### config.mk
export PLATFORM = sky130hd
export DESIGN_NAME = jtag_vdr_multi
export DESIGN_NICKNAME = d
export VERILOG_FILES = /design/src/rtl/jtag_vdr_multi.sv
export SDC_FILE = /design/constraint.sdc
export NUM_CORES = 1
export LEC_CHECK = 0
export BUFFER_PORTS_ARGS = -buffer_cell sky130_fd_sc_hd__buf_2
export CAP_MARGIN = 20
export CORE_ASPECT_RATIO = 1.25
export CORE_MARGIN = 5
export CORE_UTILIZATION = 30
export DETAILED_ROUTE_END_ITERATION = 8
export GPL_ROUTABILITY_DRIVEN = 0
export GPL_TIMING_DRIVEN = 0
export SLEW_MARGIN = 20
export SYNTH_ARGS = -nofsm -noshare
export SYNTH_HDL_FRONTEND = slang
export SYNTH_SLANG_ARGS = --single-unit
### constraint.sdc
create_clock -name tck -period 2.81 [get_ports tck]
set_input_delay 0.281 -clock tck [delete_from_list [all_inputs] [get_ports tck]]
set_output_delay 0.281 -clock tck [all_outputs]
set_load 0.02 [all_outputs]
### src/rtl/jtag_vdr_multi.sv
// Multi-channel JTAG virtual data register: one shared DR feeding NUM_CHAN RAM ports.
// Optional VDR_ADDR_WRAP_EN: address increments wrap inside ADDR_MASK (ring buffer).

module jtag_vdr_chan #(
  parameter int                   DR_LENGTH = 32,
  parameter logic [DR_LENGTH-1:0] WRAP_MASK = '1
) (
  input  logic                 tck,
  input  logic                 reset,
  input  logic [DR_LENGTH-1:0] vdr,
  input  logic                 ld_waddr,
  input  logic                 ld_raddr,
  input  logic                 ld_stride,
  input  logic                 ld_wdata,
  input  logic                 arm_rd,
  input  logic                 inc_w,
  input  logic                 inc_r,
  input  logic                 stb_w,
  output logic [DR_LENGTH-1:0] waddr,
  output logic [DR_LENGTH-1:0] raddr,
  output logic [DR_LENGTH-1:0] wdata,
  output logic                 wram_enable
);
  logic [DR_LENGTH-1:0] stride, waddr_inc, raddr_inc;
  logic                 warm, rarm;

  // With an all-ones mask this reduces to a plain modulo add.
  assign waddr_inc = (waddr & ~WRAP_MASK) | ((waddr + stride) & WRAP_MASK);
  assign raddr_inc = (raddr & ~WRAP_MASK) | ((raddr + stride) & WRAP_MASK);

  always_ff @(posedge tck) begin
    if (reset) begin
      waddr       <= '0;
      raddr       <= '0;
      wdata       <= '0;
      stride      <= DR_LENGTH'(1);
      warm        <= 1'b0;
      rarm        <= 1'b0;
      wram_enable <= 1'b0;
    end else begin
      wram_enable <= stb_w;
      if (ld_stride) stride <= vdr;
      if (ld_wdata) begin
        wdata <= vdr;
        warm  <= 1'b1;
      end
      // An address load beats a same-cycle increment and disarms any pending one.
      if (ld_waddr) begin
        waddr <= vdr;
        warm  <= 1'b0;
      end else if (inc_w && warm) begin
        waddr <= waddr_inc;
      end
      if (arm_rd) rarm <= 1'b1;
      if (ld_raddr) begin
        raddr <= vdr;
        rarm  <= 1'b0;
      end else if (inc_r && rarm) begin
        raddr <= raddr_inc;
      end
    end
  end
endmodule

module jtag_vdr_multi #(
  parameter int                   DR_LENGTH     = 32,
  parameter int                   NUM_CHAN      = 2,
  parameter int                   CHAN_W        = 4,
  parameter logic [DR_LENGTH-1:0] IDENT         = DR_LENGTH'(32'h97d2f9ce),
  parameter logic [DR_LENGTH-1:0] FLAGS_INIT    = DR_LENGTH'('h99),
  parameter int                   WR_STROBE_DLY = 5,
  parameter int                   INC_DLY       = 7,
  parameter logic [DR_LENGTH-1:0] ADDR_MASK     = DR_LENGTH'('hFF)
) (
  input  logic                          tck,
  input  logic                          reset,
  input  logic                          tdi,
  output logic                          vdr_tdo,
  input  logic                          capture_dr,
  input  logic                          shift_dr,
  input  logic                          update_dr,
  input  logic [CHAN_W-1:0]             chan_sel,
  input  logic                          ident_enable,
  input  logic                          flags_enable,
  input  logic                          stride_enable,
  input  logic                          raddr_enable,
  input  logic                          waddr_enable,
  input  logic                          rdata_enable,
  input  logic                          wdata_enable,
  input  logic [NUM_CHAN*DR_LENGTH-1:0] rdata_in,
  output logic [NUM_CHAN*DR_LENGTH-1:0] wdata_out,
  output logic [NUM_CHAN*DR_LENGTH-1:0] waddr_out,
  output logic [NUM_CHAN*DR_LENGTH-1:0] raddr_out,
  output logic [NUM_CHAN-1:0]           wram_enable,
  output logic [DR_LENGTH-1:0]          flags_out
);
  localparam int STAGES = INC_DLY - 1;
  localparam int CNT_W  = $clog2(DR_LENGTH);
`ifdef VDR_ADDR_WRAP_EN
  localparam logic [DR_LENGTH-1:0] WRAP_MASK = ADDR_MASK;
`else
  localparam logic [DR_LENGTH-1:0] WRAP_MASK = ADDR_MASK | {DR_LENGTH{1'b1}};
`endif

  logic [DR_LENGTH-1:0]          vdr, flags, rd_sel;
  logic [CNT_W-1:0]              wr_count;
  logic                          latch_pend, cap_rd;
  logic [CHAN_W-1:0]             latch_ch;
  logic [STAGES:0]               wvld_pipe, rvld_pipe;
  logic [STAGES:0][CHAN_W-1:0]   wch_pipe, rch_pipe;

  assign vdr_tdo   = vdr[0];
  assign flags_out = flags;
  assign cap_rd    = capture_dr & rdata_enable;

  always_comb begin
    rd_sel = '0;
    for (int n = 0; n < NUM_CHAN; n++)
      if (chan_sel == CHAN_W'(n)) rd_sel = rdata_in[n*DR_LENGTH +: DR_LENGTH];
  end

  always_ff @(posedge tck) begin
    if (reset) begin
      vdr   <= '0;
      flags <= FLAGS_INIT;
    end else begin
      if (capture_dr && ident_enable)      vdr <= IDENT;
      else if (cap_rd)                     vdr <= rd_sel;
      else if (shift_dr)                   vdr <= {tdi, vdr[DR_LENGTH-1:1]};
      if (update_dr && flags_enable)       flags <= vdr;
    end
  end

  // Word counter runs only inside a wdata scan; a full word latches on the following cycle.
  always_ff @(posedge tck) begin
    if (reset) begin
      wr_count   <= '0;
      latch_pend <= 1'b0;
      latch_ch   <= '0;
    end else begin
      latch_pend <= 1'b0;
      if (!wdata_enable) begin
        wr_count <= '0;
      end else if (shift_dr) begin
        if (wr_count == CNT_W'(DR_LENGTH-1)) begin
          wr_count   <= '0;
          latch_pend <= 1'b1;
          latch_ch   <= chan_sel;
        end else begin
          wr_count <= wr_count + 1'b1;
        end
      end
    end
  end

  // Delay pipes carry the channel index so later chan_sel changes cannot redirect them.
  always_ff @(posedge tck) begin
    if (reset) begin
      wvld_pipe <= '0;
      rvld_pipe <= '0;
      wch_pipe  <= '0;
      rch_pipe  <= '0;
    end else begin
      wvld_pipe <= {wvld_pipe[STAGES-1:0], latch_pend};
      wch_pipe  <= {wch_pipe[STAGES-1:0], latch_ch};
      rvld_pipe <= {rvld_pipe[STAGES-1:0], cap_rd};
      rch_pipe  <= {rch_pipe[STAGES-1:0], chan_sel};
    end
  end

  for (genvar n = 0; n < NUM_CHAN; n++) begin : g_chan
    localparam logic [CHAN_W-1:0] ID = CHAN_W'(n);
    logic sel;
    assign sel = (chan_sel == ID);

    jtag_vdr_chan #(
      .DR_LENGTH (DR_LENGTH),
      .WRAP_MASK (WRAP_MASK)
    ) u_chan (
      .tck         (tck),
      .reset       (reset),
      .vdr         (vdr),
      .ld_waddr    (update_dr & waddr_enable & sel),
      .ld_raddr    (update_dr & raddr_enable & sel),
      .ld_stride   (update_dr & stride_enable & sel),
      .ld_wdata    (latch_pend && latch_ch == ID),
      .arm_rd      (cap_rd & sel),
      .inc_w       (wvld_pipe[STAGES] && wch_pipe[STAGES] == ID),
      .inc_r       (rvld_pipe[STAGES] && rch_pipe[STAGES] == ID),
      .stb_w       (wvld_pipe[WR_STROBE_DLY-1] && wch_pipe[WR_STROBE_DLY-1] == ID),
      .waddr       (waddr_out[n*DR_LENGTH +: DR_LENGTH]),
      .raddr       (raddr_out[n*DR_LENGTH +: DR_LENGTH]),
      .wdata       (wdata_out[n*DR_LENGTH +: DR_LENGTH]),
      .wram_enable (wram_enable[n])
    );
  end
endmodule

==> impl_results.md <==
* Fin util at 37.8%
* Period utilisation layout at 112%
* DR pass1 iterations at 5
* Largest net degree at the start of global routing at 14
* Cell-internal power at 9.34 mW
* Top cell type's share of synthesized area at between 30% and 40%
* Clk_lat worst skew at between 600 and 700 ps
* Critical Path Slowest Stage Cell: fa_2
* Top cells by count, synth: nand2_1 (530), dfxtp_1 (406), a21oi_1 (312), nor2_1 (204), clkbuf_1 (195)
* Synth cell types at 73
* Max VDD drop at ~0.33 mV
* I/O pin count at between 300 and 400
* FFs w/ async S/R, synth at 0%
* Syn Nets at around 3000
* Main synth FF type: dfxtp_1
* Synth Warn # at 0
* Root Buffer: clkbuf_16
* CTS tree: done
* R2R depth at 11
* PD cells at approximately 480 mW/mm^2
* Final setup TNS at -2290 ps
* CP arrival at approximately 3600 ps
* Violated checks: negative setup slack
* Die area at slightly below 0.08 mm^2
* Grt ovf at 0
* Cell taking the most area after synthesis: dfxtp_1
* CP top delay family: compound AO/OA/AOI/OAI gates
* CTS clk-pin slew, worst paths at 70 ps
* GRT Util Overall at 24.1%
* Final HPWL DP at between 70000 and 80000 um
* Setup Crit Path Kind: reg2reg
* Final Critical Period at roughly 3200 ps
* Chip width at about 250 um
* Worst r2r src: g_chan[1].u_chan.stride[0]
* CP Depth at 11
* Clock Sinks at 406
* Remaining routing DRC violations at 0
* CTS Buf Count at 44
* Wirelength, routed at about 100000 um
* Switching Share at a little over a quarter
* Final setup vio count at 14
* Port buffer count at 305
* Area of the multi-input gates at around 0.013 mm^2
* Storage element area at 0.00818 mm^2
* Max Transition Viols Final at 0
* Nets at approximately 3300
* Sequential share of power at 46.0%
* Seq/Total Area, Yosys at between 30% and 40%
* RSZ-0062 raised after global routing: yes
* Post-synth EDFFs at 0
* Via/cell ratio at 5.49
* Via count at ~22000
* Min-delay worst type: in2reg
* Area growth syn-to-layout at 24.8%
* Min-delay src: rdata_in[8]
* Critical Path Source Type: flip-flop
* Max-slew headroom at 18.5%
* Crit path cell chain: ha_4 -> fa_2 -> a21oi_2 -> nor2_2 -> o311a_1 -> o211ai_1 -> o211ai_1 -> a31o_2 -> a2111oi_4 -> a31oi_1 -> a221oi_2
* Comb power frac at under 10%
* Finished Cell Area at around 0.027 mm^2
* Die Ht at approximately 300 um
* Cell Area, Placed at 0.0242 mm^2
* Core Region at slightly above 0.07 mm^2
* Final setup margin at -350 ps
* Switching power at 3.45 mW
* Mapped Area at roughly 0.021 mm^2
* Clock power frac at between 40% and 50%
* LEAKAGE at 11.5 nW
* Initial DRC count at between 2000 and 2500
* Max cap viols at 0
* Syn avg cell area at around 7.9 um^2
* Placement Rows at 109
* Vias in the first global route at between 20000 and 25000
* FMAX at roughly 320 MHz
* Synth top area cells: dfxtp_1 (38%), nand2_1 (9.3%), ha_1 (7.4%), a21oi_1 (7.3%), nor2_1 (3.6%)
* CP Max Fanout at 4
* Routed WL per cell at around 24 um
* CTS H-tree depth at 2
* Critical path launch point: g_chan[1].u_chan.stride[0]
* Critical Path End Type: flip-flop
* Outcome: finished with violations
* Clock Skews at about 36 ps
* Worst-case clock buffer depth at 3
* Required time worst endpoint at between 3000 and 4000 ps
* CP peak stage delay at between 300 and 400 ps
* First-pass GRT wire length at ~140000 um
* Top cell by count, worst path: o211ai_1
* Initial core utilization at between 30% and 40%
* Post-synthesis register bit count at about 400
* Buffer and inverter count on the worst path at 0
* Fraction of layout cells with a size suffix above 1 at around 19%
* Top-count cell post-synth: nand2_1
* Measured slew at the worst slew-check pin at about 1200 ps
* Final ANT Viol Nets at 0
* Hold Vio Cnt, Final at 0
* Filler cells at ~7400
* Initial antenna violation count at 5
* Hold depth at 3
* Mapped Cells at ~2700
## final timing paths
kind,to,slack (ps)
worst max register to register,g_chan[1].u_chan.waddr[28],-350
worst min-delay path,vdr[8],40
worst min register to register,rch_pipe[11],440
worst max-delay path,g_chan[1].u_chan.waddr[28],-350
## sequential cells by signal, summed over array words and instances, names as in the netlist, 4 cells and up
signal and cells:
latch_ch 4, g_chan.u_chan.stride 64, rch_pipe 28, vdr 32, g_chan.u_chan.waddr 64, wr_count 5, rvld_pipe 7, g_chan.u_chan.raddr 64
wch_pipe 28, g_chan.u_chan.wdata 64, wvld_pipe 7, flags_out 32
## power by group through the flow
stage               sequential [mW]  combinational, mW  clock [mW]
finish                         5.89               1.00        5.90
global route                   5.89               1.03        6.16
CTS                            5.89              0.966        5.94
detailed placement             6.02              0.946           0
global placement               6.02              0.944           0
floorplan                      6.04              0.414           0
## kinds of logic after synthesis
family / count (synthesis) / share of synthesized area (%)
buf+inv: 233 / 4.12
xor+xnor: 98 / 4.01
fa+ha+maj: 130 / 7.73
simple gates: 1025 / 21.1
mux: 32 / 1.50
compound gates: 785 / 23.6
flops: 406 / 37.9
## placed cells by master (no fill, tap or decap), types with 16 or more instances in the layout
cell type,instances
clkbuf_2,17
clkbuf_16,44
a31oi_1,20
nand2_1,530
and2_1,16
a311oi_1,58
a221o_1,22
ha_1,102
mux2i_1,31
o22a_1,16
xnor2_1,47
o21ai_0,92
nor3_1,53
a21oi_1,299
buf_2,307
dfxtp_2,17
o21ai_1,17
inv_1,33
nor2b_1,80
o211ai_1,18
a21o_1,70
clkbuf_1,182
a211oi_1,30
dfxtp_1,380
nor2_1,201
nand4_1,18
and3_1,31
xor2_1,46
buf_4,32
nand3_1,30
## worst min-delay path: cells and delay by family
kind | cells | cell delay, ps
compound gates | 1 | 120
simple gates | 1 | 60
buf+inv | 1 | 130
## final cells by class
cell class / count / area share [%]
clock inverters: 12 / 0.393
well taps: 943 / 4.41
diodes: 3 / 0.0281
clock buffers: 67 / 4.93
multi-input cells: 2070 / 49.3
plain buffers: 193 / 2.83
inverters: 33 / 0.463
repair buffers: 348 / 7.09
flip-flops and latches: 406 / 30.6
## per-stage QoR
stage | hold WS, ps | worst slack, ps | std cells | power (mW)
after CTS | 1.85 | -291 | 4067 | 12.8
after detailed placement | 422 | -543 | 3957 | 6.96
final | 36.3 | -350 | 4075 | 12.8
after floorplan | 390 | -53.5 | 2709 | 6.45
after global placement | 416 | -546 | 3957 | 6.96
after global routing | 37.5 | -383 | 4074 | 13.1
## timing repair
item,in CTS,in global routing
hold buffers,9,0
pin swaps,34,53
buffers inserted,22,12
endpoints found under the hold margin,12,0
endpoints found under the setup margin,101,54
gates resized for setup,80,111
## layer usage
layer  global-route usage (%)  up-vias  wire, um  part of all wire (%)
met3                     5.35      263      9780                   9.8
met1                     29.0    10576     37700                    38
met2                     40.2     1135     45700                    46
met4                     13.4        0      6180                   6.2
li1                         -    10380         -                     -
met5                        0        -         0                     0
No activity file was read; power rests on OpenSTA's default activity.
